[src/rtl/sms_core_cycle_ctrl.sv]
// Core-memory cycle sequencer: arbitrates CPU / I/O cycle-steal requests and
// runs each grant as one destructive-read + restore/write core cycle.
module sms_core_cycle_ctrl #(
    parameter int ADDR_W    = 15,
    parameter int DATA_W    = 12,
    parameter int CYCLE_LEN = 20,
    parameter int SENSE_T   = 5,
    parameter int IO_STREAK = 2
) (
    input  logic              clk,
    input  logic              reset,
    input  logic              cpu_req,
    input  logic              cpu_we,
    input  logic [ADDR_W-1:0] cpu_addr,
    input  logic [DATA_W-1:0] cpu_wdata,
    output logic              cpu_ack,
    input  logic              io_req,
    input  logic              io_we,
    input  logic [ADDR_W-1:0] io_addr,
    input  logic [DATA_W-1:0] io_wdata,
    output logic              io_ack,
    input  logic              halt,
    output logic [DATA_W-1:0] rdata,
    output logic [ADDR_W-1:0] mem_addr,
    output logic              mar_load,
    output logic              read_drive,
    output logic              sense_strobe,
    input  logic [DATA_W-1:0] sense_data,
    output logic              write_drive,
    output logic [DATA_W-1:0] inhibit,
    output logic              busy,
    output logic [4:0]        cycle_t
);

    localparam int SW = (IO_STREAK < 1) ? 1 : $clog2(IO_STREAK + 1);
    localparam logic [SW-1:0] STREAK_MAX = SW'(IO_STREAK);
    localparam logic [4:0] T_LAST     = 5'(CYCLE_LEN - 1);
    localparam logic [4:0] T_SENSE    = 5'(SENSE_T);
    localparam logic [4:0] T_RD_FIRST = 5'd1;
    localparam logic [4:0] T_RD_LAST  = 5'd8;
    localparam logic [4:0] T_WR_FIRST = 5'd10;
    localparam logic [4:0] T_WR_LAST  = 5'd18;

    typedef enum logic {S_IDLE = 1'b0, S_CYCLE = 1'b1} state_t;

    state_t            r_state, w_state_nxt;
    logic [4:0]        r_tick, w_tick_nxt;
    logic              w_grant, w_grant_ok, w_pick_io, w_active;
    logic [SW-1:0]     r_streak;
    logic              r_is_io, r_we;
    logic [ADDR_W-1:0] r_mem_addr;
    logic [DATA_W-1:0] r_restore, r_rdata, r_inhibit;
    logic              r_mar_load, r_read_drive, r_sense_strobe, r_write_drive;
    logic              r_cpu_ack, r_io_ack, r_busy;

    // Arbitration and next state/tick; CPU wins only once the I/O streak is exhausted.
    always_comb begin
        w_grant_ok  = (cpu_req | io_req) & ~halt;
        w_pick_io   = io_req & ~(cpu_req & (r_streak == STREAK_MAX));
        w_state_nxt = r_state;
        w_tick_nxt  = r_tick;
        w_grant     = 1'b0;
        case (r_state)
            S_IDLE: begin
                if (w_grant_ok) begin
                    w_state_nxt = S_CYCLE;
                    w_tick_nxt  = 5'd0;
                    w_grant     = 1'b1;
                end else begin
                    w_tick_nxt  = 5'd0;
                end
            end
            S_CYCLE: begin
                if (r_tick == T_LAST) begin
                    w_tick_nxt = 5'd0;
                    if (w_grant_ok) begin
                        w_grant = 1'b1;
                    end else begin
                        w_state_nxt = S_IDLE;
                    end
                end else begin
                    w_tick_nxt = r_tick + 5'd1;
                end
            end
            default: begin
                w_state_nxt = S_IDLE;
                w_tick_nxt  = 5'd0;
            end
        endcase
        w_active = (w_state_nxt == S_CYCLE);
    end

    // State and tick register.
    always_ff @(posedge clk or posedge reset) begin
        if (reset) begin
            r_state <= S_IDLE;
            r_tick  <= 5'd0;
        end else begin
            r_state <= w_state_nxt;
            r_tick  <= w_tick_nxt;
        end
    end

    // Grant latching, streak count, sense capture and read-data update.
    always_ff @(posedge clk or posedge reset) begin
        if (reset) begin
            r_streak   <= '0;
            r_is_io    <= 1'b0;
            r_we       <= 1'b0;
            r_mem_addr <= '0;
            r_restore  <= '0;
            r_rdata    <= '0;
        end else if (w_grant) begin
            r_is_io    <= w_pick_io;
            r_we       <= w_pick_io ? io_we : cpu_we;
            r_mem_addr <= w_pick_io ? io_addr : cpu_addr;
            r_restore  <= w_pick_io ? io_wdata : cpu_wdata;
            if (!w_pick_io) begin
                r_streak <= '0;
            end else if (cpu_req) begin
                r_streak <= r_streak + SW'(1);
            end else begin
                r_streak <= r_streak;
            end
        end else if (r_state == S_CYCLE && r_tick == T_SENSE && !r_we) begin
            // Destructive read: what the sense amps saw is what must be restored.
            r_restore <= sense_data;
            r_rdata   <= sense_data;
        end else if (w_active && w_tick_nxt == T_WR_FIRST && r_we) begin
            r_rdata <= r_restore;
        end else begin
            r_rdata <= r_rdata;
        end
    end

    // Core drivers and acks, decoded from the upcoming tick so they are registered.
    always_ff @(posedge clk or posedge reset) begin
        if (reset) begin
            r_mar_load     <= 1'b0;
            r_read_drive   <= 1'b0;
            r_sense_strobe <= 1'b0;
            r_write_drive  <= 1'b0;
            r_inhibit      <= '0;
            r_cpu_ack      <= 1'b0;
            r_io_ack       <= 1'b0;
            r_busy         <= 1'b0;
        end else begin
            r_mar_load     <= w_active && (w_tick_nxt == 5'd0);
            r_read_drive   <= w_active && (w_tick_nxt >= T_RD_FIRST) && (w_tick_nxt <= T_RD_LAST);
            r_sense_strobe <= w_active && (w_tick_nxt == T_SENSE);
            r_write_drive  <= w_active && (w_tick_nxt >= T_WR_FIRST) && (w_tick_nxt <= T_WR_LAST);
            if (w_active && (w_tick_nxt >= T_WR_FIRST) && (w_tick_nxt <= T_WR_LAST)) begin
                r_inhibit <= ~r_restore;
            end else begin
                r_inhibit <= '0;
            end
            r_cpu_ack <= w_active && (w_tick_nxt == T_LAST) && !r_is_io;
            r_io_ack  <= w_active && (w_tick_nxt == T_LAST) && r_is_io;
            r_busy    <= w_active;
        end
    end

    assign cpu_ack      = r_cpu_ack;
    assign io_ack       = r_io_ack;
    assign rdata        = r_rdata;
    assign mem_addr     = r_mem_addr;
    assign mar_load     = r_mar_load;
    assign read_drive   = r_read_drive;
    assign sense_strobe = r_sense_strobe;
    assign write_drive  = r_write_drive;
    assign inhibit      = r_inhibit;
    assign busy         = r_busy;
    assign cycle_t      = r_tick;

endmodule

[config.mk]
export PLATFORM = sky130hd
export DESIGN_NAME = sms_core_cycle_ctrl
export DESIGN_NICKNAME = d
export VERILOG_FILES = /design/src/rtl/sms_core_cycle_ctrl.sv
export SDC_FILE = /design/constraint.sdc
export NUM_CORES = 1
export LEC_CHECK = 0
export CORE_MARGIN = 2
export CORE_UTILIZATION = 47
export DETAILED_ROUTE_END_ITERATION = 8
export PLACE_DENSITY = 0.95
export SLEW_MARGIN = 10
export SYNTH_ARGS = -nofsm -noshare
export SYNTH_HDL_FRONTEND = slang
export SYNTH_SLANG_ARGS = --single-unit
[constraint.sdc]
create_clock -name clk -period 3.37 [get_ports clk]
set_clock_uncertainty 0.05 [all_clocks]
set_input_delay 0.674 -clock clk [delete_from_list [all_inputs] [get_ports clk]]
set_output_delay 0.674 -clock clk [all_outputs]
set_load 0.05 [all_outputs]
Yosys cells after proc, flatten, opt, wreduce, memory -nomap -nowiden
Index checks and enable logic that the tools add are counted.
- $add $sub $neg: 2
- muxes and demuxes: 17
- reduce and logical (&&, ||, !) cells: 20
- bitwise gates (word level): 9
- $lt $le $gt $ge: 4
- equal/unequal tests: 7
- operators with widths (operator ; number):
    $mux 12 ; 6
    $mux 15 ; 1
    $logic_and 1x1->1 ; 13
    $not 12->12 ; 1
    $eq 5x3->1 const B ; 2
    $eq 5x5->1 const B ; 2
    $pmux 5 s2 ; 1
    $add 5x1->5 const B ; 1
    $eq 5x4->1 const B ; 1
    $ge 5x1->1 const B ; 1
    $ge 5x4->1 const B ; 1
    $le 5x4->1 const B ; 1
    $le 5x5->1 const B ; 1
    $logic_not 5->1 ; 1
    $mux 5 ; 1
    $mux 1 ; 4
    $mux 2 ; 2
    $not 1->1 ; 4
    $pmux 1 s2 ; 2
    $reduce_and 2->1 ; 2
    $reduce_bool 2->1 ; 2
    $and 1x1->1 ; 3
    $add 2x1->2 const B ; 1
    $eq 2x2->1 const B ; 1
    3 further kinds ; 4
- logic and storage cells: 74
- bits in registers: 67
- input port bits: 73
- output and inout bits: 51

Longest topological paths before layout
- depth in word-level cells: 9
- depth in mapped cells: 9
- gate-level depth less buffers: 7

Worst setup path before layout
Ideal clock, no wire load.
- kind: register to register
- start point: reg r_tick[0] (netlist: cycle_t[0])
- end point: reg r_rdata[0] (netlist: rdata[0])
- period minus slack after synthesis: 2357 ps
- buffers on the path: 2
- arrival time: 2170 ps
- library setup time: 137 ps
- setup slack: 1013 ps
- data required time: 3183 ps
- cell stages (with the launch flop): 9
- path through: dfrtp_1 -> ha_1 -> buf_2 -> xnor2_1 -> nand4b_1 -> nor3_4 -> buf_6 -> mux2i_1 -> a21oi_1
- cells in the longest elaborated chain, start to end: 8
- elaborated cells on any way between the ends: 18
- those cells by class: add/sub: 1; eq/ne: 3; mux: 7; bitwise: 1; reduce/logical: 6
- RTL lines (what ; RTL line ; RTL):
    from (decl) ; 47 ; logic [4:0] r_tick, w_tick_nxt;
    from (signal assigned) ; 100 ; r_tick <= w_tick_nxt;
    $add 5x1->5 / $eq 5x5->1 (equally long branches) ; 82, 74 ;
    $mux 5 ; 74 ; if (r_tick == T_LAST) begin
    $pmux 5 s2 ; 63 ; case (r_state)
    $eq 5x4->1 ; 129 ; end else if (w_active && w_tick_nxt == T_WR_FIRST && r_we) begin
    $logic_and 1x1->1 (2 in series) ; 129 ;
    $reduce_bool 2->1 (no source line) ; - ;
    $reduce_and 2->1 (no source line) ; - ;
    to (signal assigned) ; 128 ; r_rdata <= sense_data;
    to (signal assigned) ; 130 ; r_rdata <= r_restore;
    to (signal assigned) ; 132 ; r_rdata <= r_rdata;
    to (decl) ; 52 ; logic [DATA_W-1:0] r_restore, r_rdata, r_inhibit;
Parallel ways exist; a longest one is shown, timed or not.
A chain may end at the register's enable or synchronous reset.

Worst setup path after layout
- start point: reg r_tick[0] (netlist: cycle_t[0])
- end point: reg r_rdata[7] (netlist: rdata[7])
The elaborated chain is that of the path after synthesis.

==> out/results.ini <==
[status]
status=completed

[logic_synthesis]
yosysMostFrequentCell=dfrtp_1
ys_ff_latch=67
yosysWarningCount=0
syn_avg_cell_area_sq_um=9.45
netlist_instances=331
yosysSeqAreaShare=0.536
syn_area_sq_um=3130
synth.distinct_cells=39
synth_area_leaders=dfrtp_1, nand2_1, nor2_1, a31oi_1, mux2i_1
synth-main-ff-cell=dfrtp_1
synth_commonest_cells=dfrtp_1, nand2_1, nor2_1, a31oi_1, and2_1
synthArstFlopShare=1.00
synth_edf_count=0
synth_top_area_share=0.536
synth_fp_nets=407
synth_area_leader_cell=dfrtp_1

[worst_setup_path]
endpoint_kind=register
arrival_ns=2.79
cp_max_fo=12
worstPathRequired_ns=3.48
path_class=reg -> reg
cp-start-kind=register
r2r_slack_ns=0.68

[sta]
finalMaxSlewViolations=0
fin_crit_sh=0.798
max_freq_mhz=372
period_needed_ns=2.69
finalSetupViolations=0
hold_violations=0
slew_headroom=0.261
tightest_slew_ns=1.11
rsz0062_at_grt=no
tns_ns=0

[clocking]
clk_path_buf_depth=2
clkLatencyLatePin_ns=0.33
cts_buffers=9
cts_tree=built
cts_max_level=3
numClockSinks=67
root_buffer=clkbuf_8
postCtsHoldBufs=0
clkTransAtPathRegs_ns=0.07
cts_resized=0
postCtsSetupBuffers=0

[power]
p_sw_w=0.00226
power_w=0.00472
power.leakage_nw=1.93
switching_share=0.478
ir_worst_vdd_mv=0.671
p_int_w=0.00247
clkPwrFrac=0.139
seq_power_share=0.310
p_comb_frac=0.551
p_per_area_nw_per_um2=1030

[placement]
hpwlAfterDp_mm=6.24
gp_congestion=0.886
io_buffers=123

[floorplan]
core_sq_um=6390
io_pins=124
rows=29
die_x_microns=85.6
die_h_microns=85.6
initial_utilization=0.490
die_area_sq_um=7330

[global_routing]
grt_pass1_vias=2918
grt_max_degree=37
grt_pass1_wl_mm=14.0
grtUsageTotal=0.247
globalRouteOverflowTotal=0
antenna_found_initial=0

[cells_and_area]
nNetsFinal=522
drive_above_1_share=0.0643
n_fill_cell=461
seqCellArea_sq_um=1680
multiInputGateArea_sq_um=1310
diodes=0
area_delta_synth_final_pct=46.3

[drt]
routedWlPerCell_microns=16.1
post-route-drc-count=0
viasPerCell=5.45
drt_pass1_iterations=4
drtAntennaViolNets=0
vias=2880
wl_mm=8.51
dr.first_iter.drc_count=169

[flow_run]
cap_viol_max_count=0

[worst_hold_path]
hold_class=reg -> reg

[final timing paths]
check,start,to,depth (start not counted)
worst max register to register,cycle_t[0],rdata[7],6
min in group asynchronous,reset,rdata[10],2
worst min-delay path,r_is_io,cpu_ack,1
worst min register to register,r_is_io,cpu_ack,1
worst max-delay path,cycle_t[0],rdata[7],6
max in group asynchronous,reset,r_restore[0],3
[through the flow]
step	setup WS, ns	cell area (sq um)	std cells	hold slack [ns]	utilization
floorplan	0.963	3130	331	0.353	-
global placement	0.802	4380	512	0.369	0.686
detailed placement	0.704	4380	512	0.376	0.686
CTS	0.702	4580	528	0.386	0.717
global route	0.454	4580	528	0.401	0.717
finish	0.681	4580	528	0.379	0.717
[kinds of logic after synthesis]
family / after synthesis / share of synthesized area
simple gates: 148 / 0.208
compound gates: 64 / 0.136
buf+inv: 31 / 0.0500
xor+xnor: 5 / 0.0164
mux: 13 / 0.0420
fa+ha+maj: 3 / 0.0120
flops: 67 / 0.536
[registers in the layout, summed over array words and instances (netlist names)]
name and flops:
mem_addr 15, inhibit 12, r_restore 12, rdata 12
cycle_t 5, r_streak 2, busy 1, cpu_ack 1
io_ack 1, mar_load 1, r_is_io 1, r_we 1
read_drive 1, sense_strobe 1, write_drive 1
[power by group through the flow]
stage | Sequential [W] | Clock, W | Combinational [W]
3_5_place_dp | 0.00147 | 0 | 0.00260
4_1_cts | 0.00146 | 0.000670 | 0.00262
3_3_place_gp | 0.00145 | 0 | 0.00254
5_1_grt | 0.00151 | 0.000710 | 0.00278
6_report | 0.00146 | 0.000656 | 0.00260
2_1_floorplan | 0.00229 | 0 | 0.000938
[metal layers]
layer | share of wire | global-route usage
met4 | 0.020 | 0.113
met1 | 0.39 | 0.297
met3 | 0.096 | 0.0760
met5 | 0 | 0
met2 | 0.49 | 0.408
[worst max-delay path, cell delays in order, from the launching register on]
cell      delay (ns)
dfrtp_1         0.48
ha_1            0.35
xnor2_1         0.39
nand4b_1        0.22
nor3_4          0.67
mux2i_1         0.27
a21oi_1         0.09
[cell type report]
cell class              instances  share of cell area
well taps                      77              0.0210
repair buffers                129               0.279
clock buffers                  12              0.0317
multi-input cells             233               0.286
inverters                       6             0.00492
clock inverters                 4              0.0109
flip-flops and latches         67               0.366
[layout by cell type (no fill, tap or decap), drive strengths merged, types with 2 or more instances in the layout]
cell type      count
dfrtp             67
xnor2              3
inv                6
nor3               3
a31oi             30
o21ai              5
clkinvlp           2
mux2i             12
a21oi             12
ha                 3
nor2b              2
nor2              52
nor4               2
clkbuf            12
and2              13
xor2               2
clkdlybuf4s50    123
nand3              4
buf                6
a211oi            12
nand2b             2
nand2             63
Power figures use the tool's default switching activity.
